## src/rtl/cpu_pkg.sv

```systemverilog
// ---------------------------------------------------------------------------
// cpu_pkg
// Shared definitions for the 8-bit accumulator microprocessor.
//   DW, AW       : data width and RAM address width
//   asel_e       : accumulator source select encodings
//   OP_*         : opcode field values, shared with the control unit
// ---------------------------------------------------------------------------
package cpu_pkg;

    localparam int DW = 8;
    localparam int AW = 5;

    // Accumulator source select, matches the 2-bit Asel strobe
    typedef enum logic [1:0] {
        ASEL_ALU  = 2'b00,
        ASEL_IN   = 2'b01,
        ASEL_MEM  = 2'b10,
        ASEL_ZERO = 2'b11
    } asel_e;

    // Opcode field IR[7:5]
    localparam logic [2:0] OP_LOAD  = 3'b000;
    localparam logic [2:0] OP_STORE = 3'b001;
    localparam logic [2:0] OP_ADD   = 3'b010;
    localparam logic [2:0] OP_SUB   = 3'b011;
    localparam logic [2:0] OP_INPUT = 3'b100;
    localparam logic [2:0] OP_JZ    = 3'b101;
    localparam logic [2:0] OP_JPOS  = 3'b110;
    localparam logic [2:0] OP_HALT  = 3'b111;

endpackage

```

## src/rtl/ram32x8.sv

```systemverilog
// ---------------------------------------------------------------------------
// ram32x8
// 32 x 8 single-port RAM with a registered read output.
//   clk      : rising-edge clock
//   rst_n    : async active-low reset, clears only the read register
//   wr_en    : write enable
//   wr_addr  : write address
//   wr_data  : write data
//   rd_addr  : read address, sampled every rising edge
//   rd_data  : registered read data (old contents on read-during-write)
// ---------------------------------------------------------------------------
module ram32x8
    import cpu_pkg::*;
(
    input  logic          clk,
    input  logic          rst_n,
    input  logic          wr_en,
    input  logic [AW-1:0] wr_addr,
    input  logic [DW-1:0] wr_data,
    input  logic [AW-1:0] rd_addr,
    output logic [DW-1:0] rd_data
);

    logic [DW-1:0] mem [2**AW];

    // The array has no reset so program contents survive a CPU reset.
    always_ff @(posedge clk) begin
        if (wr_en) begin
            mem[wr_addr] <= wr_data;
        end
    end

    // Non-blocking read of the array gives read-before-write behaviour.
    always_ff @(posedge clk or negedge rst_n) begin
        if (!rst_n) begin
            rd_data <= '0;
        end else begin
            rd_data <= mem[rd_addr];
        end
    end

endmodule

```

## src/rtl/datapath.sv

```systemverilog
// ---------------------------------------------------------------------------
// datapath
// PC, IR, accumulator, add/subtract unit and program RAM of the
// accumulator CPU, driven by decoded control strobes.
//   Clock, Reset (async active-low)
//   IRload, JMPmux, PCload, Meminst, MemWr, Asel, Aload, Sub : control strobes
//   Input                        : external input bus
//   ProgWr, ProgAddr, ProgData   : program-load write port (priority write)
//   IR                           : opcode IR[7:5] to the control unit
//   Aeq0, Apos                   : accumulator status flags
//   Output, PCout                : current A and PC
// ---------------------------------------------------------------------------
module datapath
    import cpu_pkg::*;
(
    input  logic          Clock,
    input  logic          Reset,
    input  logic          IRload,
    input  logic          JMPmux,
    input  logic          PCload,
    input  logic          Meminst,
    input  logic          MemWr,
    input  logic [1:0]    Asel,
    input  logic          Aload,
    input  logic          Sub,
    input  logic [DW-1:0] Input,
    input  logic          ProgWr,
    input  logic [AW-1:0] ProgAddr,
    input  logic [DW-1:0] ProgData,
    output logic [2:0]    IR,
    output logic          Aeq0,
    output logic          Apos,
    output logic [DW-1:0] Output,
    output logic [AW-1:0] PCout
);

    logic [AW-1:0] pc_q;
    logic [DW-1:0] instr_q;
    logic [DW-1:0] acc_q;
    logic [DW-1:0] mem_data;
    logic [AW-1:0] mem_addr;
    logic [DW-1:0] alu_result;
    logic [DW-1:0] acc_next;
    logic [AW-1:0] pc_next;
    logic          wr_en;
    logic [AW-1:0] wr_addr;
    logic [DW-1:0] wr_data;
    logic          acc_zero;

    assign mem_addr = Meminst ? instr_q[AW-1:0] : pc_q;

    // Program loading wins the single write port; a colliding MemWr is lost.
    assign wr_en   = ProgWr | MemWr;
    assign wr_addr = ProgWr ? ProgAddr : mem_addr;
    assign wr_data = ProgWr ? ProgData : acc_q;

    ram32x8 u_ram (
        .clk     (Clock),
        .rst_n   (Reset),
        .wr_en   (wr_en),
        .wr_addr (wr_addr),
        .wr_data (wr_data),
        .rd_addr (mem_addr),
        .rd_data (mem_data)
    );

    assign alu_result = Sub ? (acc_q - mem_data) : (acc_q + mem_data);
    assign pc_next    = JMPmux ? instr_q[AW-1:0] : pc_q + 1'b1;

    always_comb begin
        acc_next = '0;
        case (asel_e'(Asel))
            ASEL_ALU:  acc_next = alu_result;
            ASEL_IN:   acc_next = Input;
            ASEL_MEM:  acc_next = mem_data;
            ASEL_ZERO: acc_next = '0;
            default:   acc_next = '0;
        endcase
    end

    always_ff @(posedge Clock or negedge Reset) begin
        if (!Reset) begin
            pc_q    <= '0;
            instr_q <= '0;
            acc_q   <= '0;
        end else begin
            if (PCload) begin
                pc_q <= pc_next;
            end
            if (IRload) begin
                instr_q <= mem_data;
            end
            if (Aload) begin
                acc_q <= acc_next;
            end
        end
    end

    assign acc_zero = (acc_q == '0);
    assign Aeq0     = acc_zero;
    assign Apos     = ~acc_q[DW-1] & ~acc_zero;
    assign IR       = instr_q[DW-1:DW-3];
    assign Output   = acc_q;
    assign PCout    = pc_q;

endmodule

```

## config.mk

```make
export PLATFORM = sky130hd
export DESIGN_NAME = datapath
export DESIGN_NICKNAME = d
export VERILOG_FILES = /design/src/rtl/cpu_pkg.sv /design/src/rtl/ram32x8.sv /design/src/rtl/datapath.sv
export SDC_FILE = /design/constraint.sdc
export NUM_CORES = 1
export LEC_CHECK = 0
export CAP_MARGIN = 20
export CORE_MARGIN = 4
export CORE_UTILIZATION = 64
export CTS_CLUSTER_SIZE = 40
export DETAILED_ROUTE_END_ITERATION = 7
export PLACE_DENSITY = 0.86
export SETUP_SLACK_MARGIN = 0.2
export SLEW_MARGIN = 20
export SYNTH_ARGS = -nofsm -noshare
export SYNTH_HDL_FRONTEND = slang
export SYNTH_SLANG_ARGS = --single-unit
```

## constraint.sdc

```tcl
create_clock -name Clock -period 4.7 [get_ports Clock]
set_input_delay 0.94 -clock Clock [delete_from_list [all_inputs] [get_ports Clock]]
set_output_delay 0.94 -clock Clock [all_outputs]
set_load 0.02 [all_outputs]
```

# Word level (Yosys, flattened, before mapping)
# Memories as Yosys holds them, arrays and structs flattened. A register that Yosys moved wholly into a read port is not among the register bits.
# Cells that the tools add are included.
# op_classes
addsub	3
eq_ne	3
mux	8
bitwise	4
n_reduce_logical	3
# ops
operator	n
$pmux W8 S4	1
$mux W8	2
$mux W5	3
$add A8 B8 Y8	1
$logic_not A8 Y1	1
$sub A8 B8 Y8	1
$add A5 B1 Y5 const B	1
$eq A2 B2 Y1 const B	2
$eq A2 B1 Y1 const B	1
$logic_not A2 Y1	1
$mux W1	2
$not A1 Y1	2
$and A1 B1 Y1	1
$logic_not A1 Y1	1
$or A1 B1 Y1	1
# totals
register_bits	21
ram_bits	256
out_inout_bits	18
wordCells	25
mem_count	1
# mem_list
memory	words	width	read_ports	rd_ports_with_merged_regs	wr	line_no	source
u_ram.mem	32	8	1	1	1	ram32x8.sv:24	logic [DW-1:0] mem [2**AW];

# Logic depth before layout (Yosys ltp)
# logic_depth
word_depth	3
ltp_mapped	11

# Hierarchy
# A second synthesis with hierarchy kept.
# hier_totals
hier_cells	604
hier_area_um2	11830.1
# modules_own_cells
module	instances	cells_each	area_each_um2	seq_area_each_um2
ram32x8	1	417	10093.4	7887.6
datapath	1	187	1736.7	525.5

# Least setup slack after synthesis
# Ideal clock, no wire load.
# synth_timing
path_kind	input -> register
start	input port ProgWr
end	memory u_ram.mem[0][0], data pin
setup_ps	454
t_arrival_ps	2698
required_ps	4246
path_slack_ps	1548
stages	3
n_path_buf	2
path_cell_list	clkbuf_1 -> buf_1 -> o21ai_0
# synth_between
elab_chain_len	1
# synth_rtl
element	line_no	source
start, declared	datapath.sv:27	input logic ProgWr,
$mux W8	datapath.sv:55	assign wr_data = ProgWr ? ProgData : acc_q;
named net u_ram.wr_data[0]	ram32x8.sv:19	input logic [DW-1:0] wr_data,
end, declared	ram32x8.sv:24	
# The timed path passes the listed nets, and every way through them passes these cells.

# Final worst setup path
# layout_timing
start	input port Meminst
end	register u_ram.rd_data[3], read port of u_ram.mem
# layout_between
elab_chain_len	1
# layout_rtl
element	line_no	source
start, declared	datapath.sv:21	input logic Meminst,
$mux W5	datapath.sv:50	assign mem_addr = Meminst ? instr_q[AW-1:0] : pc_q;
end, declared	ram32x8.sv:21	output logic [DW-1:0] rd_data
# Every way passes these cells.
# A chain may end at the register's enable or synchronous reset.

==> impl_results.md <==
- Relative slew slack: 39.1%
- Post-Syn Area: 12,800 µm²
- Multi-input logic area: 3970 µm²
- Synth top area share: 60.0%
- PD cells: 609 nW/µm²
- Placed instance area: 13,500 µm²
- Synth cell types: 65
- Total GRT Usage: 30.2%
- Setup TNS: 0 ns
- CP required: 5.17 ns
- Worst hold path class: reg -> reg
- Hold buffer count at cts: 0
- TritonCTS clock tree: built
- Core area: 19,600 µm²
- Clock-pin slew on the worst setup and hold paths: 0.06 ns
- Post-synthesis register bit count: 285
- Fmax: 0.290 GHz
- Total number of vias: 9,030
- Setup Viol. Count Final: 0
- Yosys top cell by area: edfxtp_1
- Net Count, Synth: 1,049
- Num CTS Buffers: 29
- Fin. Hold Viols: 0
- Root buf cell: clkbuf_16
- Num ports: 51
- Nets@finish: 1,086
- Pin count of the biggest net entering global routing: 58
- Worst reg-to-reg path cell count: 8
- Die Width: 149 µm
- Via/cell ratio: 6.78
- Routability Congestion: 0.958
- Maxcap violations: 0
- Inst Count DP: 1,277
- Post-synth top cells: 256 x edfxtp_1, 153 x nand2_1, 58 x a21oi_1, 57 x nor2_1, 44 x mux2i_1
- # fillers: 1,188
- Layout area overhead: 13.0%
- CP arrival: 3.91 ns
- Worst r2r src: PCout[1]$_DFFE_PN0P_
- Worst-Skew Late Latency: 0.55 ns
- Routed Wire Length: 33,700 µm
- GRT overflow: 0
- Fin crit share: 73.3%
- Min Clock Period, post-route: 3.44 ns
- FFs w/ async S/R, synth: 10.2%
- Die Y: 149 µm
- Iteration-0 DRC Markers: 1,391
- Synth Instances: 1,006
- CTS sink count: 285
- Die footprint: 22,300 µm²
- Synth warn: 0
- Post-CTS setup buffers: 0
- Crit. End Element: flip-flop
- Initial Util: 65.4%
- Area contributors post-synth: edfxtp_1 60%, dfrtp_1 5.7%, nand2_1 4.5%
- R2R Setup Slk: 1.59 ns
- Maximum vdd ir drop: 0.000382 V
- Setup repair after global routing missed its margin: false
- Status: finished, violations left
- Top-count cell post-synth: edfxtp_1
- Cts repair resizes: 0
- PortBufs: 50
- Hold Path Origin: instr_q[7]$_DFFE_PN0P_
- DP Wirelength: 21,000 µm
- Design Area, Final: 14,500 µm²
- Register area share after synthesis: 65.7%
- Final Non-Filler Cells: 1,331
- Number of diodes: 0
- Slew @ Worst Pin: 0.913 ns
- First-pass GRT wire length: 50,700 µm
- Pleak: 5.12 nW
- DRC: 1
- Cell row count: 51
- Startpoint Class: input pin
- WL per Instance: 25.4 µm
- Vias in the first global route: 8,756
- DR pass1 iterations: 8
- Predominant post-synthesis flop cell: edfxtp_1
- FF+latch area: 8410 µm²
- Hold Crit Endpoint: instr_q[7]$_DFFE_PN0P_
- Antenna violations before repair: 0
- Post-synth EDFFs: 256
- Final Max Slew Viols: 0
- Avg Inst Size Synth: 12.7 µm²
- Layout cells sized above 1: 9.66%
- Final Core Density: 73.9%
- H-tree levels: 1
- Failing checks: DRC
- Worst R2R End: u_ram.mem[7][7]$_DFFE_PP_
- Clock Path Buffers: 3
- Final clock skew: 0.0107 ns
- Hold Path Cell Cnt: 1
- Setup CP Type: in -> reg
- Crit Path Max Fanout: 57
- ANT nets after route: 0
[critical path: stages]
cell	delay [ns]
buf_2	0.67
mux2i_4	0.36
buf_4	0.66
mux2i_1	0.20
a221oi_1	0.57
o21ai_1	0.16
o2bb2ai_1	0.19
o211ai_1	0.11
[per-layer routing]
layer | part of all wire, % | wire length (µm) | global-route usage (%)
met5 | 0 | 0 | 0
met2 | 45 | 15100 | 45.7
met4 | 5.4 | 1840 | 14.9
met3 | 12 | 4050 | 7.66
met1 | 38 | 12800 | 41.4
[where the power goes]
part	internal, mW	total [mW]	leakage (nW)	switching, mW
Combinational	1.06	3.02	1.96	1.95
Sequential	3.09	3.35	2.66	0.264
Clock	1.47	2.44	0.493	0.978
[placed cells by master, fill, tap and decap left out, types with 28 or more instances in the layout]
cell type,n
edfxtp_1,256
nand2_1,153
a21oi_1,58
nor2_1,57
clkdlybuf4s50_1,49
mux2i_1,44
dfrtp_1,29
inv_1,29
clkbuf_16,29
a31oi_1,28
[cell type report]
type / instances / share of cell area (%)
multi-input combinational: 630 / 27.4
clock buffer: 30 / 5.04
clock inverter: 24 / 2.01
inverter: 31 / 0.804
tap: 265 / 2.29
timing repair buffer: 66 / 4.34
sequential: 285 / 58.1
[logic make-up (layout without fill, tap and decap cells)]
logic type	Yosys count	count (layout)	synth area share, %
compound gates	239	239	12.7
xor+xnor	9	9	0.615
fa+ha+maj	10	10	1.04
buf+inv	91	151	3.42
flops	285	285	65.7
mux	67	67	6.05
simple gates	305	305	10.5
[state kept, by name (all words and copies together), names as in the netlist]
| signal | cells |
|---|---|
| u_ram.mem | 256 |
| Output | 8 |
| instr_q | 8 |
| u_ram.rd_data | 8 |
| PCout | 5 |
[per-stage QoR]
| stage | setup slack, ns | hold slack, ns | power [mW] |
|---|---|---|---|
| 5_1_grt | 1.12 | 0.541 | 9.12 |
| 4_1_cts | 1.42 | 0.520 | 8.72 |
| 2_1_floorplan | 1.55 | 0.482 | 5.32 |
| 6_report | 1.26 | 0.520 | 8.81 |
| 3_5_place_dp | 0.857 | 0.503 | 6.28 |
| 3_3_place_gp | 0.934 | 0.489 | 6.19 |
[how the worst max path moves through the flow]
stage	depth (start not counted)	startpoint	to	slack (ns)
after floorplan	3	ProgWr	u_ram.mem[0][0]$_DFFE_PP_	1.55
after CTS	3	Output[5]$_DFFE_PN0P_	Aeq0	1.42
final	8	Meminst	u_ram.rd_data[3]$_DFF_PN0_	1.26
after global routing	8	Meminst	u_ram.rd_data[1]$_DFF_PN0_	1.12
after global placement	8	Meminst	u_ram.rd_data[3]$_DFF_PN0_	0.93
after detailed placement	8	Meminst	u_ram.rd_data[3]$_DFF_PN0_	0.86
Note: power is estimated with default switching activity, not from simulation.
==> patch 1 (config.mk and constraints unchanged) <==
Register the outputs `IR`, `Aeq0` and `Apos`; this adds one clock of latency there. The other outputs are not delayed to match.
--- a/src/rtl/datapath.sv
+++ b/src/rtl/datapath.sv
@@ -98,7 +98,9 @@
 
     assign acc_zero = (acc_q == '0);
-    assign Aeq0     = acc_zero;
-    assign Apos     = ~acc_q[DW-1] & ~acc_zero;
-    assign IR       = instr_q[DW-1:DW-3];
+    always_ff @(posedge Clock) begin
+        IR   <= instr_q[DW-1:DW-3];
+        Aeq0 <= acc_zero;
+        Apos <= ~acc_q[DW-1] & ~acc_zero;
+    end
     assign Output   = acc_q;
     assign PCout    = pc_q;
Behaviour: not the same (Yosys sat finds a counterexample within 4 cycles, from zero or initial values and one cycle with Reset low).
==> patch 1 against the original RTL <==
- wire length is 2.5% lower
- sequential power is 2% higher
- cell area is 0.61% lower
- sequential cell count is 5 higher
- die area is 0.47% higher
- synthesized area is 0.50% higher
- worst setup slack better by 180 ps
- total power is 4.2% lower
==> patch 1: results (changes against the original RTL) <==
[outcome]
status=complete, no violations  ; was finished, violations left

[pwr]
ir_drop_mv=0.3387  ; was 0.3818 mV
p_leak_nw=5.075  ; was 5.119 nW

[hold_path]
min_to=IR[0]  ; was instr_q[7]
worstHoldPathCells=0  ; was 1

[grt]
first_global_vias=8560  ; was 8756
grt_pass1_wl_um=49310  ; was 50650 um
grt_usage_pct=29.16  ; was 30.23%

[timing]
hold-worst-slack_ps=380.0  ; was 520.0 ps
clock_skew_ps=22.69  ; was 10.70 ps
relSlewSlack_pct=39.03  ; was 39.10%

[cells_and_area]
nets=1091  ; was 1086
drive_gt1_share_pct=8.333  ; was 9.662%

[cts]
numCtsBuffers=28  ; was 29

[routing]
wl_met1_um=12530  ; was 12810 um
vias=8922  ; was 9030
drt_iter0_drc=1167  ; was 1391
routedWlPerCell_um=24.69  ; was 25.36 um
met3_length_um=3537  ; was 4046 um
dr.pass1.iters=5  ; was 8
met2_length_um=15080  ; was 15050 um

[logic_synthesis]
synth-async-reset-ratio_pct=10.00  ; was 10.18%
synthDistinctLibCells=66  ; was 65
synth.area.top_cells=edfxtp_1, dfrtp_1, nand2_1  ; unchanged
yosysSeqAreaShare_pct=66.13  ; was 65.68%
synth_commonest_cells=edfxtp_1, nand2_1, nor2_1, a21oi_1, mux2i_1  ; was edfxtp_1, nand2_1, a21oi_1, nor2_1, mux2i_1

[critical_path]
r2r-end=u_ram.rd_data[2]  ; was u_ram.mem[7][7]
r2r_slack_ps=1710  ; was 1590 ps
rr_worst_depth=7  ; was 8

[placed_design]
dpl.hpwl_um=20960  ; was 21030 um
gp_congestion=0.9434  ; was 0.9583

patch 1: cell types whose count changed after synthesis, moves of 2 or more:
| cell | unedited run | this run |
|---|---|---|
| buf_4 | 10 | 8 |
| buf_2 | 23 | 20 |
| dfxtp_1 | 0 | 5 |
| clkbuf_1 | 20 | 23 |
patch 1: final cells by class:
| type | instances | area (sq um) |
|---|---|---|
| Sequential cell | 290 | 8513 |
| Tap cell | 265 | 331.6 |
| Fill cell | 1308 | 5266 |
| Timing Repair Buffer | 67 | 635.6 |
| Multi-Input combinational cell | 630 | 3953 |
| Inverter | 31 | 116.4 |
| Clock inverter | 19 | 105.1 |
| Clock buffer | 31 | 733.2 |
patch 1: kinds of logic after synthesis:
logic type | share of synthesized area, %
fa+ha+maj | 1.030
mux | 6.016
simple gates | 10.50
compound gates | 12.42
buf+inv | 3.227
flops | 66.13
xor+xnor | 0.6804
patch 1: power by group:
| part | internal [mW] | switching, mW |
|---|---|---|
| combinational | 1.06 | 1.89 |
| clock | 1.16 | 0.908 |
| sequential | 3.15 | 0.271 |
patch 1: how the worst max path moves through the flow:
stage	depth (start not counted)	end	slack, ps
after floorplan	3	u_ram.mem[0][0]	1550
after global placement	8	u_ram.rd_data[2]	1060
after detailed placement	8	u_ram.rd_data[2]	970
final	8	u_ram.rd_data[2]	1430
after CTS	8	u_ram.rd_data[2]	1510
after global routing	8	u_ram.mem[27][4]	1320
patch 1: through the flow:
step	instance area (sq um)	worst slack, ps	instances	utilization [%]
2_1_floorplan	12870	1548	1008	-
3_5_place_dp	13550	969.0	1283	68.94
6_report	14390	1432	1333	73.20
5_1_grt	14390	1316	1333	73.20
4_1_cts	14390	1506	1333	73.20
3_3_place_gp	13550	1061	1283	68.94
patch 1: critical path, stage by stage:
cell       delay, ps
buf_2            470
mux2i_4          350
buf_4            670
mux2i_1          240
a221oi_1         520
o21ai_1          150
o2bb2ai_1        170
o211ai_1         140
patch 1: metal layers:
metal / vias to the layer above / GRT usage [%]
met3: 107 / 5.148
met4: 0 / 13.86
met5: - / 0
met2: 599 / 44.69
li1: 3886 / -
met1: 4330 / 41.12
==> patch 2 (same flow settings) <==
Made on the original files. The package constant `DW` goes from 8 to 9.
--- a/src/rtl/cpu_pkg.sv
+++ b/src/rtl/cpu_pkg.sv
@@ -8,5 +8,5 @@
 package cpu_pkg;
 
-    localparam int DW = 8;
+    localparam int DW = 9;
     localparam int AW = 5;
 
Interface: changed (resized Input, Output and ProgData); port bits go from 51 to 54. The function was not compared with the original's and may differ.
==> patch 2 against the original RTL <==
- worst setup slack lost 170 ps
- sequential cell count is 34 higher
- synthesized area increased by 8.6%
- sequential power rose by 13%
- total power increased by 8.2%
- cell count fell by 1.5%
- wire length up 1.3%
- cell area increased by 10%
- sequential share of layout area rose by 0.88 points
- critical path type unchanged
- critical endpoint is now u_ram.mem[0][0]
==> patch 2: results (changes against the original RTL) <==
[cells_and_area]
final.fill_count=1220  ; was 1188
nets=1059  ; was 1086
drive_gt1_share_pct=14.96  ; was 9.662%
final_util_pct=75.27  ; was 73.89%
largest_register_ff_count=288  ; was 256

[hold_path]
worstHoldPathCells=1  ; unchanged
min_to=instr_q[8]  ; was instr_q[7]
holdCritStartpoint=instr_q[8]  ; was instr_q[7]

[critical_path]
rr_worst_depth=7  ; was 8
arrival_ps=3780  ; was 3910 ps
r2r-end=u_ram.rd_data[1]  ; was u_ram.mem[7][7]
cp_max_fo=9  ; was 57
slowest_stage=nor2_1  ; was buf_2
r2r_slack_ps=1400  ; was 1590 ps
r2r-start=PCout[0]  ; was PCout[1]
cp_top_family=simple AND/OR/NAND/NOR gates  ; was buffers and inverters

[grt]
grt_pass1_wl_um=53010  ; was 50650 um
grt_max_degree=51  ; was 58
grt_usage_pct=28.83  ; was 30.23%
antenna_found_initial=1  ; was 0
first_global_vias=8923  ; was 8756

[routing]
route.detailed.drc=0  ; was 1
maxUsedRoutingLayer=met5  ; was met4
routedWlPerCell_um=26.07  ; was 25.36 um
dr.pass1.iters=6  ; was 8
drt_iter0_drc=1376  ; was 1391
vias=8966  ; was 9030
met2_length_um=16120  ; was 15050 um
wl_um=34180  ; was 33750 um
met3_length_um=3722  ; was 4046 um
wl_met1_um=12780  ; was 12810 um

[outcome]
status=complete, no violations  ; was finished, violations left

[logic_synthesis]
avgSynthCellArea_sq_um=14.86  ; was 12.73 sq um
yosysSeqAreaShare_pct=67.74  ; was 65.68%
syn_nets=982  ; was 1049
synth_commonest_cells=edfxtp_1, nor2_1, nand2_1, a21oi_1, nand2b_1  ; was edfxtp_1, nand2_1, a21oi_1, nor2_1, mux2i_1
synthDistinctLibCells=54  ; was 65
synth-async-reset-ratio_pct=9.718  ; was 10.18%
synth_edf_count=288  ; was 256
synth.area.top_cells=edfxtp_1, mux4_2, dfrtp_1  ; was edfxtp_1, dfrtp_1, nand2_1

[placed_design]
port_buffers=53  ; was 50
pre_cts_slack_ps=723.3  ; was 857.4 ps
place_area_sq_mm=0.01491  ; was 0.01346 sq mm
dpl.cell_count=1256  ; was 1277
dpl.hpwl_um=21310  ; was 21030 um

[pwr]
p_leak_nw=5.410  ; was 5.119 nW
switching_share_pct=33.45  ; was 36.28%
ir_drop_mv=0.4162  ; was 0.3818 mV

[cts]
insertion_delay_ps=550  ; about the same
numCtsBuffers=30  ; was 29

[timing]
worstMarginPinSlew_ps=993.4  ; was 913.5 ps
clock_skew_ps=11.92  ; was 10.70 ps

[patch 2: changes by cell type after synthesis, moves of 19 or more]
cell,change
mux4_2,+37
inv_1,-19
a31oi_1,-21
nand2_1,-94
edfxtp_1,+32
nand2b_1,+35
[patch 2: logic make-up after synthesis]
family | Yosys count | synth area share [%]
muxes | 99 | 10.92
adders and majority gates | 11 | 1.043
AOI/OAI and AO/OA | 200 | 9.614
and+or+nand+nor | 232 | 7.816
DFF | 319 | 67.74
buffers and inverters | 62 | 2.051
xor gates and xnor gates | 13 | 0.8184
[patch 2: final cells by class]
cell class | count | share of cell area, %
clock buffer | 34 | 4.927
clock inverter | 21 | 1.755
inverter | 13 | 0.3055
multi-input combinational | 555 | 26.45
sequential | 319 | 59.00
tap | 275 | 2.154
timing repair buffer | 94 | 5.405
[patch 2: worst max-delay path by stage]
stage                       start              end  slack (ps)  cells after the start
after global placement    Meminst  u_ram.mem[0][5]         760                      7
after CTS                 Meminst  u_ram.mem[0][2]        1230                      7
after global routing      Meminst  u_ram.mem[0][0]         980                      7
after detailed placement  Meminst  u_ram.mem[0][8]         720                      7
after floorplan            ProgWr  u_ram.mem[0][0]        1540                      3
final                     Meminst  u_ram.mem[0][0]        1080                      7
[patch 2: power by group through the flow]
stage	Combinational [mW]	Clock (mW)	Sequential, mW
6_report	3.17	2.59	3.77
5_1_grt	3.39	2.75	3.79
4_1_cts	3.12	2.61	3.76
3_5_place_dp	3.06	0	3.82
3_3_place_gp	2.97	0	3.81
2_1_floorplan	2.09	0	3.74
[patch 2: routing by layer]
layer / global-route usage [%] / vias to the layer above
met5: 0 / -
met4: 10.50 / 2
met3: 5.229 / 140
met2: 45.77 / 676
met1: 40.79 / 4307
li1: - / 3841
